--- config.mk ---
export PLATFORM = sky130hd
export DESIGN_NAME = en_pulse_gen_flat
export DESIGN_NICKNAME = d
export VERILOG_FILES = /design/src/rtl/en_pulse_gen_if.sv /design/src/rtl/en_pulse_gen.sv /design/src/flat_wrapper.sv
export SDC_FILE = /design/constraint.sdc
export NUM_CORES = 1
export LEC_CHECK = 0
export CAP_MARGIN = 10
export CORE_AREA = 5 5 42 44
export DETAILED_ROUTE_END_ITERATION = 6
export DIE_AREA = 0 0 47 49
export HOLD_SLACK_MARGIN = 0.15
export SLEW_MARGIN = 15
export SYNTH_ARGS = -nofsm -noshare
export SYNTH_HDL_FRONTEND = slang
export SYNTH_SLANG_ARGS = --single-unit
--- constraint.sdc ---
create_clock -name clk -period 1.09 [get_ports clk]
set_input_delay 0.1635 -clock clk [delete_from_list [all_inputs] [get_ports clk]]
set_output_delay 0.1635 -clock clk [all_outputs]
set_load 0.01 [all_outputs]
--- src/rtl/en_pulse_gen_if.sv ---
`default_nettype none
// +------------------------------------------------------------------+
// | en_pulse_gen_if : button/mode inputs and EN/held outputs          |
// | Rev 1.0                                                          |
// +------------------------------------------------------------------+
interface en_pulse_gen_if;
  logic btn;
  logic mode;
  logic EN;
  logic held;

  modport master (output btn, output mode, input EN, input held);
  modport slave  (input btn, input mode, output EN, output held);
endinterface
`default_nettype wire

--- src/rtl/en_pulse_gen.sv ---
`default_nettype none
// +------------------------------------------------------------------+
// | en_pulse_gen : debounced push-button / auto-tick enable pulser    |
// | Rev 1.0                                                          |
// +------------------------------------------------------------------+
module en_pulse_gen #(
  parameter int DB_CYCLES = 4,
  parameter int DIV       = 4
) (
  input  wire logic       clk,
  input  wire logic       rst,
  en_pulse_gen_if.slave   bus
);

  localparam int CW = $clog2(DB_CYCLES + 1);
  localparam int DW = $clog2(DIV);
  localparam logic [CW-1:0] C_CNT_LAST = CW'(DB_CYCLES - 1);
  localparam logic [DW-1:0] C_DIV_LAST = DW'(DIV - 1);

  typedef enum logic [1:0] {
    IDLE      = 2'd0,
    PRESS_CHK = 2'd1,
    HELD      = 2'd2,
    REL_CHK   = 2'd3
  } state_t;

  logic          r_sync1;
  logic          r_sync2;
  state_t        r_state;
  state_t        w_state_nxt;
  logic [CW-1:0] r_cnt;
  logic [CW-1:0] w_cnt_nxt;
  logic [DW-1:0] r_div;
  logic          r_en;
  logic          r_held;
  logic          w_fire;

  // r_sync2 is the only btn-derived signal the FSM may look at.
  always_comb begin
    w_state_nxt = r_state;
    w_cnt_nxt   = r_cnt;
    w_fire      = 1'b0;
    case (r_state)
      IDLE: begin
        if (r_sync2) begin
          w_state_nxt = PRESS_CHK;
          w_cnt_nxt   = '0;
        end
      end
      PRESS_CHK: begin
        if (!r_sync2) begin
          w_state_nxt = IDLE;
          w_cnt_nxt   = '0;
        end else if (r_cnt == C_CNT_LAST) begin
          w_state_nxt = HELD;
          w_cnt_nxt   = '0;
          w_fire      = 1'b1;
        end else begin
          w_cnt_nxt = r_cnt + CW'(1);
        end
      end
      HELD: begin
        if (!r_sync2) begin
          w_state_nxt = REL_CHK;
          w_cnt_nxt   = '0;
        end
      end
      REL_CHK: begin
        if (r_sync2) begin
          w_state_nxt = HELD;
          w_cnt_nxt   = '0;
        end else if (r_cnt == C_CNT_LAST) begin
          w_state_nxt = IDLE;
          w_cnt_nxt   = '0;
        end else begin
          w_cnt_nxt = r_cnt + CW'(1);
        end
      end
      default: begin
        w_state_nxt = IDLE;
        w_cnt_nxt   = '0;
      end
    endcase
  end

  always_ff @(posedge clk) begin
    if (rst) begin
      r_sync1 <= 1'b0;
      r_sync2 <= 1'b0;
      r_state <= IDLE;
      r_cnt   <= '0;
      r_div   <= '0;
      r_en    <= 1'b0;
      r_held  <= 1'b0;
    end else begin
      r_sync1 <= bus.btn;
      r_sync2 <= r_sync1;
      r_state <= w_state_nxt;
      r_cnt   <= w_cnt_nxt;
      r_held  <= (w_state_nxt == HELD) || (w_state_nxt == REL_CHK);
      if (bus.mode) begin
        r_div <= (r_div == C_DIV_LAST) ? '0 : r_div + DW'(1);
        r_en  <= (r_div == C_DIV_LAST);
      end else begin
        r_div <= '0;
        // A press landing right after a final tick is dropped so EN never stays high two cycles.
        r_en  <= w_fire && !r_en;
      end
    end
  end

  assign bus.EN   = r_en;
  assign bus.held = r_held;

endmodule
`default_nettype wire
--- src/flat_wrapper.sv ---
// flat-port wrapper written by rule: the top's interface ports become plain ports
module en_pulse_gen_flat 
#(
  parameter int DB_CYCLES = 4,
  parameter int DIV       = 4
)
  (clk, rst, bus_btn, bus_mode, bus_EN, bus_held);
  en_pulse_gen_if bus_i ();
  input  wire logic clk;
  input  wire logic rst;
  input wire logic [$bits(bus_i.btn)-1:0] bus_btn;
  input wire logic [$bits(bus_i.mode)-1:0] bus_mode;
  output wire logic [$bits(bus_i.EN)-1:0] bus_EN;
  output wire logic [$bits(bus_i.held)-1:0] bus_held;
  assign bus_i.btn = bus_btn;
  assign bus_i.mode = bus_mode;
  assign bus_EN = bus_i.EN;
  assign bus_held = bus_i.held;
  en_pulse_gen #(.DB_CYCLES(DB_CYCLES), .DIV(DIV)) u_core (.clk(clk), .rst(rst), .bus(bus_i));
endmodule
Word-level counts from Yosys, hierarchy flattened
Cells that the tools add are included. W data, S select, Z words.

Bits in registers: 11. Latch bits: 0. RAM bits: 0. Memory bits (read-only): 0. Input port bits: 4. Output and inout bits: 2. Word-level logic and storage cells: 42. Memories kept: 0.

Add/subtract/negate cells: 2. Multipliers: 0. Divide/modulo/power cells: 0. $lt $le $gt $ge: 0. Eq/ne operators: 9. Shifts and indexed selects: 0. Multiplexer cells: 17. Bitwise logic cells: 1. Reductions and logical operators: 6.

Operator list (count): $mux W3 (5); $mux W2 (6); $pmux W3 S4 (1); $eq A2 B2 Y1 const B (5); $pmux W2 S4 (1); $mux W1 (4); $add A3 B1 Y3 const B (1); $eq A3 B2 Y1 const B (1); $reduce_or A3 Y1 (1); $add A2 B1 Y2 const B (1); $eq A2 B1 Y1 const B (1); $logic_not A2 Y1 (1); $ne A2 B1 Y1 const B (1); $ne A2 B2 Y1 const B (1); $reduce_and A2 Y1 (1); $logic_and A1 B1 Y1 (1); $logic_not A1 Y1 (1); $logic_or A1 B1 Y1 (1); $not A1 Y1 (1).

Longest topological paths before layout
Gate-level depths: netlist of the first run.

Word-level depth: 6. Depth in mapped cells: 4. Mapped depth without buffers: 4.

Least setup slack after synthesis of the first run
No wires, ideal clock.

Kind: register to register. From: register u_core.r_cnt[0]. To: register u_core.r_cnt[0]. Setup time: 0.088 ns. Arrival: 1.046 ns. Required time: 1.002 ns. Path slack: -0.044 ns. Cell stages (with the launch flop): 5. Buffers on the path: 0. Period minus slack after synthesis: 1.134 ns. Cells stage by stage: dfxtp_1 ha_1 nor2b_1 or3_1 o32ai_2.

Longest elaborated chain between the ends: 4. Elaborated cells on any way between the ends: 6. Classes of those cells: add/sub (1); eq/ne (1); mux (4).

RTL lines: start: declaration (RTL line en_pulse_gen.sv:31) `logic [CW-1:0] r_cnt;`; start signal: assignment (RTL line en_pulse_gen.sv:99) `r_cnt <= w_cnt_nxt;`; $add A3 B1 Y3 / $eq A3 B2 Y1 (equally long branches); $mux W3 * (RTL line en_pulse_gen.sv:54, en_pulse_gen.sv:72); $mux W3, on equally long branches (RTL line en_pulse_gen.sv:69, en_pulse_gen.sv:51); $pmux W3 S4 * (RTL line en_pulse_gen.sv:43) `case (r_state)`.

Every way passes the cells marked *; elsewhere a longest branch is shown, timed or not. A chain may end at the register's enable or synchronous reset.

Worst setup path after layout of the first run
Same ends and word-level chain as after synthesis.

==> results.json, run 1 <==
{
  "syn_nets": 45,
  "fin_crit_sh_pct": 105,
  "worst_slack_ns": -0.0569,
  "combPwrFrac_pct": 7.9,
  "cts-buffers-inserted": 3,
  "grt_usage_pct": 8.63,
  "drt_iter0_drc": 3,
  "synth_compound_area_share_pct": 10.4,
  "final_antenna_net_count": 0,
  "yosys.area_share.xor_xnor_pct": 2.13,
  "cts-root-buf": "clkbuf_4",
  "ir_drop_v": 0.000612,
  "outcome": "finished, violations left",
  "async_flop_share_pct": 0,
  "met3WireLength_um": 34,
  "rows": 14,
  "netSwitchingFraction_pct": 21.0,
  "grt_max_degree": 6,
  "yosys.area.top_type": "dfxtp_1",
  "worstMarginPinSlew_ns": 0.233,
  "synth_top_family_by_area": "simple AND/OR/NAND/NOR gates",
  "via_per_inst": 4.61,
  "slew_headroom_pct": 84.3,
  "grt_pass1_wl_um": 1410,
  "clk_pin_slew_ns": 0.06,
  "wl_met1_um": 343,
  "vias": 323,
  "p_sw_uw": 142,
  "antenna_found_initial": 0,
  "worstPathArrival_ns": 1.32,
  "nFillCells": 149,
  "violations": "negative setup slack",
  "wl_met2_um": 317,
  "yosys_register_bits": 10,
  "yosysSeqAreaShare_pct": 48.8,
  "drc": 0,
  "pwr-share-seq_pct": 56.0,
  "start_util_pct": 29.3,
  "clkPwrFrac_pct": 36.1,
  "postLayoutCellArea_um2": 603,
  "power.internal_uw": 534,
  "slew_viol_final": 0,
  "drt-total-wl_um": 728,
  "port_buffers": 5,
  "synthSimpleGateAreaFrac_pct": 27.4,
  "skew_ns": 0.000752,
  "yosysUniqueCellTypes": 18,
  "synth_edf_count": 0,
  "rsz0062_at_grt": "yes",
  "p_leak_nw": 0.243,
  "cts.sinks": 10,
  "synthMuxAreaShare_pct": 2.44,
  "routedWlPerCell_um": 10.4,
  "ys_warn_count": 0,
  "overflow": 0,
  "die_w_um": 47,
  "highest_layer": "met4",
  "post-route-min-period_ns": 1.15,
  "setup_viol": 1,
  "cts_max_path_buffers": 2,
  "synth_area_um2": 410,
  "crit_type": "reg2reg",
  "first_pass_iters": 4,
  "final_nets": 62,
  "die_h_um": 49,
  "antenna_cells": 0,
  "post-dp-hpwl_um": 558,
  "p_per_area_mw_per_mm2": 1120,
  "p_total_uw": 677,
  "globalplace.congestion": 0.615,
  "die-area_mm2": 0.00230,
  "syn2layout_area_growth_pct": 47.0,
  "cts_tree": "yes",
  "crit_path_start_kind": "flip-flop",
  "core-area_mm2": 0.00140,
  "hold_class": "reg2reg",
  "worstPathRequired_ns": 1.26,
  "synthAdderAreaFrac_pct": 6.10,
  "postPlaceCellArea_um2": 547,
  "endpoint_kind": "flip-flop",
  "multi_input_area_um2": 236,
  "regArea_um2": 204,
  "io-pin-count": 6,
  "syn_inst": 39,
  "drv_cap": 0,
  "hold_viol": 0,
  "grt_pass1_vias": 337,
  "syn_area_per_cell_um2": 10.5,
  "worstPathMaxFanout": 3,
  "layout-drive-gt1-share_pct": 40.7,
  "yosys.area.top_type_share_pct": 48.8,
  "fmax_mhz": 872,
  "clk_latency_ns": 0.26,
  "cts_max_level": 1,
  "synth.area.top_cells": "dfxtp_1, o32ai_2, ha_1",
  "ys.flop_type": "dfxtp_1"
}
## cells in the final DEF, fill, tap and decap left out
cell,netlist,routed
buf_4,0,7
dfxtp_1,10,7
nand2_1,3,3
clkbuf_4,0,3
clkdlybuf4s50_1,0,3
dfxtp_2,0,3
inv_1,2,2
o32ai_2,2,2
nand3b_1,2,2
nor2_1,2,2
nand2b_1,2,2
nor2b_1,3,2
xor2_2,0,1
or2_4,1,1
nor2b_4,0,1
or3_1,1,1
nor4b_1,2,1
nor4b_2,0,1
nand3_1,1,1
a21oi_2,0,1
nor4bb_1,1,1
a21oi_1,2,1
mux2i_1,1,1
ha_4,0,1
ha_1,2,1
clkdlybuf4s15_1,0,1
dlygate4sd2_1,0,1
buf_6,0,1
## timing repair
| item | CTS | global route |
|---|---|---|
| buffers inserted | 0 | 0 |
| hold buffers | 0 | 0 |
| pin swaps | 1 | 2 |
| resized for setup | 6 | 5 |
| setup endpoints to repair | 4 | 6 |
## power by group through the flow
stage / sequential [mW] / clock [mW] / combinational (mW)
2_1_floorplan: 0.385 / 0 / 0.0251
3_3_place_gp: 0.386 / 0 / 0.0508
3_5_place_dp: 0.386 / 0 / 0.0519
4_1_cts: 0.378 / 0.258 / 0.0521
5_1_grt: 0.380 / 0.276 / 0.0593
6_report: 0.379 / 0.244 / 0.0535
## critical path: stages, from the launching register on
cell and delay [ns]:
dfxtp_2 0.34, ha_4 0.16, nor2b_4 0.12, or3_1 0.35
o32ai_2 0.09
## cells in the mapped netlist (all sizes together) (2+ instances only)
cell type	instances
dfxtp	10
nand3b	2
nor2	2
nor2b	3
nand2	3
ha	2
a21oi	2
o32ai	2
inv	2
nor4b	2
nand2b	2
## per-layer routing
metal | GRT usage (%) | up-vias
met2 | 10.4 | 7
met4 | 6.91 | 0
met3 | 3.32 | 5
li1 | - | 166
met5 | 0 | -
met1 | 11.6 | 145
## sequential cells by signal (all words and copies together), names as in the netlist
register and flops:
u_core.r_state 2, u_core.r_sync2 1, u_core.r_cnt 3, u_core.r_div 2, u_core.bus.EN 1, u_core.r_sync1 1
## worst paths after layout
| kind | startpoint | end | slack (ns) | cells past startpoint |
|---|---|---|---|---|
| min | u_core.r_div[0]$_SDFF_PP0_ | u_core.r_div[0]$_SDFF_PP0_ | 0.43 | 1 |
| max reg2reg | u_core.r_cnt[0]$_SDFFE_PP0P_ | u_core.r_cnt[0]$_SDFFE_PP0P_ | -0.06 | 4 |
| min reg2reg | u_core.r_div[0]$_SDFF_PP0_ | u_core.r_div[0]$_SDFF_PP0_ | 0.43 | 1 |
| max | u_core.r_cnt[0]$_SDFFE_PP0P_ | u_core.r_cnt[0]$_SDFFE_PP0P_ | -0.06 | 4 |
## logic make-up after synthesis
kind of cell / count (synthesis)
flops: 10
buf+inv: 3
mux: 1
xor+xnor: 1
fa+ha+maj: 2
compound gates: 4
simple gates: 18
## stage by stage
stage / setup slack (ns) / setup TNS, ns / std cells / hold WS [ns] / utilization (%)
floorplan: -0.0123 / -0.0123 / 39 / 0.292 / -
global placement: -0.0886 / -0.237 / 67 / 0.418 / 39.0
detailed placement: -0.102 / -0.317 / 67 / 0.424 / 39.0
CTS: -0.0704 / -0.0721 / 70 / 0.433 / 41.6
global route: -0.0931 / -0.193 / 70 / 0.455 / 43.0
finish: -0.0569 / -0.0569 / 70 / 0.430 / 43.0
## final cells by class
cell class                 instances  area share, %
multi-input combinational         26           39.2
sequential                        10           33.8
timing repair buffer              13           18.7
clock buffer                       3           3.73
tap                               16           3.32
inverter                           2           1.24
(Power assumes the default switching activity.)
==> run 2: changes to the inputs <==
--- a/config.mk
+++ b/config.mk
@@ -7,6 +7,7 @@
 export LEC_CHECK = 0
 export CAP_MARGIN = 10
 export CORE_AREA = 5 5 42 44
+export CTS_CLUSTER_DIAMETER = 40
 export DETAILED_ROUTE_END_ITERATION = 6
 export DIE_AREA = 0 0 47 49
 export HOLD_SLACK_MARGIN = 0.15
==> results of run 2 <==
Final layout, timing and power as in run 1 (identical DEF).
